===== src/rtl/enc8to3_if.sv =====
// Request/grant bundle for the registered 8-to-3 priority encoder.
// The master drives requests and the consumer's ready; the slave returns the granted code stream.
interface enc8to3_if;
  logic       en;
  logic [7:0] req;
  logic       ready;
  logic [2:0] code;
  logic       valid;
  logic [7:0] pending;
  logic       ovf;

  modport master (
    output en, req, ready,
    input  code, valid, pending, ovf
  );

  modport slave (
    input  en, req, ready,
    output code, valid, pending, ovf
  );
endinterface


===== src/rtl/enc8to3_seq.sv =====
// Registered 8-to-3 priority encoder: requests accumulate in a pending mask and
// are emitted one index per valid/ready handshake, each served bit cleared.
module enc8to3_seq #(
  parameter bit PRIO_MSB = 1'b1
) (
  input  logic      clk,
  input  logic      rst,
  enc8to3_if.slave  bus
);

  typedef enum logic {
    IDLE = 1'b0,
    HOLD = 1'b1
  } state_t;

  state_t     state_q, state_d;
  logic [2:0] code_q, code_d;
  logic [7:0] pending_q, pending_d;
  logic       ovf_q, ovf_d;

  logic [7:0] arr;
  logic [7:0] cand;
  logic       slot_free;
  logic [2:0] grant_idx;

  always_ff @(posedge clk) begin
    if (rst) begin
      state_q   <= IDLE;
      code_q    <= 3'd0;
      pending_q <= 8'h00;
      ovf_q     <= 1'b0;
    end else begin
      state_q   <= state_d;
      code_q    <= code_d;
      pending_q <= pending_d;
      ovf_q     <= ovf_d;
    end
  end

  // Later iterations overwrite earlier ones, so scan direction sets the winning end.
  always_comb begin
    grant_idx = 3'd0;
    if (PRIO_MSB) begin
      for (int i = 0; i < 8; i++)
        if (cand[i]) grant_idx = 3'(i);
    end else begin
      for (int i = 7; i >= 0; i--)
        if (cand[i]) grant_idx = 3'(i);
    end
  end

  always_comb begin
    arr       = bus.en ? bus.req : 8'h00;
    cand      = pending_q | arr;
    slot_free = (state_q == IDLE) || bus.ready;
    state_d   = state_q;
    code_d    = code_q;
    pending_d = cand;
    ovf_d     = ovf_q | (|(arr & pending_q));
    if (slot_free) begin
      if (cand != 8'h00) begin
        // A bit arriving on its own grant edge is cleared here, not re-queued.
        state_d   = HOLD;
        code_d    = grant_idx;
        pending_d = cand & ~(8'h01 << grant_idx);
      end else begin
        state_d   = IDLE;
        pending_d = 8'h00;
      end
    end
  end

  assign bus.code    = code_q;
  assign bus.valid   = (state_q == HOLD);
  assign bus.pending = pending_q;
  assign bus.ovf     = ovf_q;

endmodule


===== src/flat_wrapper.sv =====
// flat-port wrapper written by rule: the top's interface ports become plain ports
module enc8to3_seq_flat 
#(
  parameter bit PRIO_MSB = 1'b1
)
  (clk, rst, bus_en, bus_req, bus_ready, bus_code, bus_valid, bus_pending, bus_ovf);
  enc8to3_if bus_i ();
  input  logic clk;
  input  logic rst;
  input wire logic [$bits(bus_i.en)-1:0] bus_en;
  input wire logic [$bits(bus_i.req)-1:0] bus_req;
  input wire logic [$bits(bus_i.ready)-1:0] bus_ready;
  output wire logic [$bits(bus_i.code)-1:0] bus_code;
  output wire logic [$bits(bus_i.valid)-1:0] bus_valid;
  output wire logic [$bits(bus_i.pending)-1:0] bus_pending;
  output wire logic [$bits(bus_i.ovf)-1:0] bus_ovf;
  assign bus_i.en = bus_en;
  assign bus_i.req = bus_req;
  assign bus_i.ready = bus_ready;
  assign bus_code = bus_i.code;
  assign bus_valid = bus_i.valid;
  assign bus_pending = bus_i.pending;
  assign bus_ovf = bus_i.ovf;
  enc8to3_seq #(.PRIO_MSB(PRIO_MSB)) u_core (.clk(clk), .rst(rst), .bus(bus_i));
endmodule

===== config.mk =====
export PLATFORM = sky130hd
export DESIGN_NAME = enc8to3_seq_flat
export DESIGN_NICKNAME = d
export VERILOG_FILES = /design/src/rtl/enc8to3_if.sv /design/src/rtl/enc8to3_seq.sv /design/src/flat_wrapper.sv
export SDC_FILE = /design/constraint.sdc
export NUM_CORES = 1
export LEC_CHECK = 0
export CELL_PAD_IN_SITES_DETAIL_PLACEMENT = 1
export CELL_PAD_IN_SITES_GLOBAL_PLACEMENT = 2
export CORE_MARGIN = 1.5
export CORE_UTILIZATION = 26
export DETAILED_ROUTE_END_ITERATION = 6
export PLACE_DENSITY = 0.78
export SETUP_SLACK_MARGIN = 0.3
export SYNTH_ARGS = -nofsm -noshare
export SYNTH_HDL_FRONTEND = slang
export SYNTH_SLANG_ARGS = --single-unit

===== constraint.sdc =====
create_clock -name clk -period 2.55 [get_ports clk]
set_input_delay 0.51 -clock clk [delete_from_list [all_inputs] [get_ports clk]]
set_output_delay 0.51 -clock clk [all_outputs]
set_load 0.01 [all_outputs]

==> results of run 1 <==
metal layers:
layer / track usage, % / part of all wire, % / vias to the layer above
met4: 6.250 / 0.37 / 0
li1: - / - / 369
met2: 27.78 / 47 / 21
met3: 2.186 / 5.8 / 2
met5: 0 / 0 / -
met1: 22.64 / 46 / 352
worst max path at each step:
| stage | startpoint | endpoint | slack (ns) | depth (start not counted) |
|---|---|---|---|---|
| final | bus_en | u_core.bus.pending[5] | 0.57 | 6 |
| after global routing | bus_en | u_core.bus.pending[4] | 0.42 | 6 |
| after CTS | bus_en | u_core.bus.pending[1] | 0.57 | 6 |
| after detailed placement | bus_en | u_core.bus.pending[5] | 0.28 | 6 |
| after global placement | bus_en | u_core.bus.pending[1] | 0.35 | 6 |
| after floorplan | bus_req[7] | u_core.bus.pending[5] | 1.09 | 4 |
registers in the layout, indices dropped and copies added (netlist names):
signal	cells
u_core.bus.code	3
u_core.bus.ovf	1
u_core.bus.pending	8
u_core.bus.valid	1
power by group through the flow:
stage / clock network, mW / logic [mW] / registers, mW
6_report: 0.127 / 0.169 / 0.238
5_1_grt: 0.145 / 0.190 / 0.240
4_1_cts: 0.135 / 0.170 / 0.238
3_5_place_dp: 0 / 0.169 / 0.242
3_3_place_gp: 0 / 0.170 / 0.243
2_1_floorplan: 0 / 0.0826 / 0.247
area by class of cell:
type | instances | area, sq um | area share [%]
clock buffer | 4 | 26.28 | 2.628
inverter | 3 | 11.26 | 1.126
multi-input combinational | 63 | 416.7 | 41.68
sequential | 13 | 260.3 | 26.03
tap | 30 | 37.54 | 3.755
timing repair buffer | 25 | 247.7 | 24.78
worst max-delay path, delay by kind of cell:
kind | cells | cell delay [ns]
buffers and inverters | 2 | 0.76
and+or+nand+nor | 1 | 0.27
AOI/OAI and AO/OA | 3 | 0.57
placed cells by master (no fill, tap or decap), types with 4 or more instances in the layout:
cell | netlist | layout
clkdlybuf4s50_1 | 0 | 24
dfxtp_1 | 13 | 13
a21oi_1 | 8 | 8
nor2_1 | 7 | 7
o21ai_0 | 5 | 5
a211oi_1 | 5 | 5
o21ai_1 | 4 | 4
a22oi_1 | 4 | 4
nand2_1 | 4 | 4
o21a_1 | 4 | 4
logic make-up after synthesis:
family	after synthesis	share of synthesized area (%)
buffers and inverters	4	3.220
and+or+nand+nor	20	14.49
DFF	13	37.21
AOI/OAI and AO/OA	42	43.65
muxes	1	1.431
==> impl_metrics.toml, run 1 <==
[worst_setup_path]
r2r_start = "u_core.bus.pending[3]"
criticalPathCategory = "primary input to flop"
crit_chain = "clkdlybuf4s50_1 -> buf_4 -> o21ai_0 -> nand4_1 -> o31ai_4 -> a211oi_1"
end_kind = "flop"
reg2reg_setup_slack_ns = 1.09
cp-start-kind = "primary input"
cp.arrival_ns = 2.12
cp_slowest_stage_delay_ns = 0.53
reg2regPathDepth = 4
timing.rr.end = "u_core.bus.pending[5]"
crit_fanout = 9
critical-path-slowest-cell = "clkdlybuf4s50_1"
crit_required_ns = 2.69

[logic_synthesis]
async_flop_share_pct = 0
synth_edf_count = 0
syn_avg_cell_area_sq_um = 8.743
synth_warnings = 0
ys_top_cells_by_area = "dfxtp_1 37%, a21oi_1 5.7%, a211oi_1 5.4%"
synth_top_area_share_pct = 37.21
synth_commonest_cells = "13 x dfxtp_1, 8 x a21oi_1, 7 x nor2_1, 5 x a211oi_1, 5 x o21ai_0"
syn_inst = 80
syn_area_sq_um = 699.4
synth-main-ff-cell = "dfxtp_1"
ys_ff_latch = 13
synth_top_area_cell = "dfxtp_1"
syn_nets = 92
synth_cell_type_count = 31
synth_seq_area_share_pct = 37.21
yosysMostFrequentCell = "dfxtp_1"

[timing]
setup_viol_count_final = 0
timing.fmax_mhz = 504.7
rsz0062_at_grt = "false"
timing.final.crit_share_pct = 77.70
fin_setup_tns_ns = 0
tightest_slew_ns = 0.5444
clock_skew_ns = 0.003557
worst_slack_ns = 0.5687
hold_viol = 0
drv_slew = 0
whs_ns = 0.4719
relSlewSlack_pct = 63.63
fin_crit_ns = 1.981

[detailed_routing]
finalWirelength_um = 2145
dr_total_vias = 744
vias_per_cell = 5.391
firstDrtPassIters = 4
wl_per_cell_um = 15.54
antenna_left = 0
drt_iter0_markers = 5
drc_errors = 0

[placed_design]
dp_slack_ns = 0.2808
gp_congestion = 0.7669
placed_cell_area_sq_um = 973.4
numPortBuffers = 24
place_inst = 134
hpwl_um = 1683

[clock_tree]
post-cts-setup-buffers = 0
postCtsResizedCells = 0
cts_tree = "built"
cts_root_buf = "clkbuf_4"
cts_made_buffers = 3
clock-sinks = 13
cts.path.max_buffers = 2
htreeDepth = 1
insertion_delay_ns = 0.27
clkTransAtPathRegs_ns = 0.08
holdBufCountCts = 0

[finish]
n_antenna_cell = 0
layout-drive-gt1-share_pct = 9.259
stdcell_area_sq_um = 999.7
fill_cells = 308
fin_nets = 121
finalNonFillerCells = 138
area.growth.synth_to_final_pct = 42.93
final_util_pct = 39.63

[floorplanning]
core_area_sq_um = 2522
rows = 18
die-area_sq_um = 3010
io_pins = 25
die_w_um = 54.87
fp.dieH_um = 54.87
start_util_pct = 27.73

[global_routing]
grt_use_total_pct = 17.02
grt_max_degree = 10
grt_pass1_vias = 760
grt_pass1_wl_um = 3594
antenna_found_initial = 0
grt-ovfl-total = 0

[power]
power_frac_clock_pct = 23.8
total_power_mw = 0.5336
swShare_pct = 31.46
power_frac_comb_pct = 31.7
peakVddDrop_mv = 0.2154
cellPowerDensity_nw_per_um2 = 533.7
p_leak_nw = 0.3566
p_int_mw = 0.3657
switchingPower_mw = 0.1679
p_seq_share_pct = 44.5

[worst_hold_path]
worstHoldEndpoint = "u_core.bus.code[1]"
min_from = "u_core.bus.code[1]"
hold_path_class = "flop to flop"
holdPathStages = 2

[job]
drv_cap = 0

[status]
status = "finished, final reports clean"
Note: power is estimated with default switching activity, not from simulation.
==> run 2, diff against run 1 <==
--- a/config.mk
+++ b/config.mk
@@ -8,9 +8,9 @@
 export CELL_PAD_IN_SITES_DETAIL_PLACEMENT = 1
 export CELL_PAD_IN_SITES_GLOBAL_PLACEMENT = 2
 export CORE_MARGIN = 1.5
-export CORE_UTILIZATION = 26
+export CORE_UTILIZATION = 24
 export DETAILED_ROUTE_END_ITERATION = 6
-export PLACE_DENSITY = 0.78
+export PLACE_DENSITY = 0.73
 export SETUP_SLACK_MARGIN = 0.3
 export SYNTH_ARGS = -nofsm -noshare
 export SYNTH_HDL_FRONTEND = slang
==> constraint.sdc (replaced) <==
create_clock -name clk -period 1.86 [get_ports clk]
set_input_delay 0.372 -clock clk [delete_from_list [all_inputs] [get_ports clk]]
set_output_delay 0.372 -clock clk [all_outputs]
set_load 0.01 [all_outputs]
==> impl_metrics.toml, run 2 (synthesized netlist as in run 1, its figures left out) <==
[clock_tree]
cts.path.max_buffers = 2
insertion_delay_ns = 0.28
htreeDepth = 1
cts_tree = "built"
clock-sinks = 13
clkTransAtPathRegs_ns = 0.09
cts_made_buffers = 3
cts_root_buf = "clkbuf_4"

[power]
cellPowerDensity_nw_per_um2 = 641.1
p_leak_nw = 0.6198
peakVddDrop_mv = 0.3496

[worst_setup_path]
r2r_start = "u_core.bus.pending[3]"
criticalPathCategory = "primary input to flop"
path_depth = 6
critical-path-slowest-cell = "clkdlybuf4s50_1"
crit_required_ns = 2.06
cp.arrival_ns = 1.70
cp_top_family = "compound AO/OA/AOI/OAI gates"
crit_chain = "clkdlybuf4s50_1 -> buf_4 -> a21oi_2 -> o211a_1 -> o21a_1 -> a211oi_2"
cp-start-kind = "primary input"
cp_slowest_stage_delay_ns = 0.48
reg2regPathDepth = 6
setup.worst_path.start = "bus_req[1]"
crit_fanout = 3
critical_path_buf_inv_count = 2
end_kind = "flop"

[finish]
fill_cells = 334
finalNonFillerCells = 162
fin_nets = 144
layout-drive-gt1-share_pct = 37.40
final_cell_mix = "20 x buf_4, 12 x dlygate4sd2_1, 8 x dlymetal6s2s_1, 7 x nor2_1, 7 x dfxtp_1"
final_common_cell = "buf_4"
n_antenna_cell = 0
largest_reg_flops = 8
area.growth.synth_to_final_pct = 79.43
stdcell_area_sq_um = 1255

[timing]
relSlewSlack_pct = 78.25
clock_skew_ns = 0.008223
worst_slack_ns = 0.3607
hold_viol = 0
timing.final.crit_share_pct = 80.61
rsz0062_at_grt = "false"
drv_slew = 0
fin_crit_ns = 1.499
setup_viol_count_final = 0
tightest_slew_ns = 0.3263
timing.fmax_mhz = 667.0

[detailed_routing]
dr_total_vias = 836
antenna_left = 0
drc_errors = 0
firstDrtPassIters = 2
finalWirelength_um = 2555
drt_iter0_markers = 9
wl_per_cell_um = 15.77
vias_per_cell = 5.160

[global_routing]
grt_use_total_pct = 15.95
grt_max_degree = 9
grt_pass1_vias = 852
antenna_found_initial = 0
grt_pass1_wl_um = 4008
grt-ovfl-total = 0

[placed_design]
numPortBuffers = 24
place_inst = 153
gp_congestion = 0.7184
hpwl_um = 1937
placed_cell_area_sq_um = 1122
dp_slack_ns = -0.2252

[floorplanning]
core_area_sq_um = 2758
die_w_um = 56.99
rows = 19
die-area_sq_um = 3247
fp.dieH_um = 56.99
start_util_pct = 25.36
io_pins = 25

[worst_hold_path]
holdPathStages = 2
min_from = "u_core.bus.code[1]"
hold_path_class = "flop to flop"

[job]
drv_cap = 0

[status]
status = "finished, final reports clean"
## run 2: cell count changes in the layout (fill, tap and decap cells not counted), sizes merged
cell           change
dlymetal6s2s       +8
dlygate4sd2       +12
buf               +23
clkinv             +1
clkdlybuf4s50     -21
## run 2: worst paths after layout
| check | end | slack [ns] |
|---|---|---|
| setup / recovery | u_core.bus.pending[2] | 0.36 |
| hold / removal | u_core.bus.code[1] | 0.47 |
| setup reg to reg | u_core.bus.pending[1] | 0.44 |
| hold reg to reg | u_core.bus.code[1] | 0.47 |
## run 2: what timing repair did
item                                    in CTS  in global routing
hold buffers                                 0                  0
endpoints found under the setup margin      20                 13
buffers inserted                             4                  1
pin swaps                                    3                  9
resized for setup                           24                 21
## run 2: power breakdown
part / internal, mW / leakage (nW) / switching (mW) / total (mW)
combinational: 0.154 / 0.492 / 0.143 / 0.298
sequential: 0.305 / 0.110 / 0.0235 / 0.329
clock: 0.0798 / 0.0177 / 0.0986 / 0.178
total: 0.539 / 0.620 / 0.266 / 0.804
## run 2: layer usage
layer	global-route usage [%]	vias up	wire (um)
met3	1.361	4	117
met2	27.26	24	1229
met1	20.96	395	1160
met5	0	-	0
met4	5.980	0	48
li1	-	413	-
## run 2: stage by stage
stage / setup TNS, ns / total power [mW] / hold slack [ns] / utilization [%]
after floorplan: 0 / 0.4524 / 0.4444 / -
after global placement: -1.311 / 0.6062 / 0.4554 / 40.70
after detailed placement: -1.830 / 0.6118 / 0.4644 / 40.70
after CTS: 0 / 0.8018 / 0.4795 / 43.24
after global routing: 0 / 0.8538 / 0.5003 / 45.51
final: 0 / 0.8045 / 0.4709 / 45.51
## run 2: area by class of cell
cell class | instances | area (sq um) | area share, %
flip-flops and latches | 13 | 267.8 | 21.34
clock buffers | 3 | 22.52 | 1.795
multi-input cells | 63 | 465.4 | 37.09
repair buffers | 48 | 444.2 | 35.39
inverters | 3 | 11.26 | 0.8973
clock inverters | 1 | 5.005 | 0.3988
well taps | 31 | 38.79 | 3.091
## run 2: worst reg2reg max path, cell delays in order, from the launching register on
cell and delay (ns):
dfxtp_2 0.36, nor2_1 0.23, nand4_1 0.15, buf_6 0.17, o31ai_4 0.20, buf_6 0.16
a211oi_1 0.05
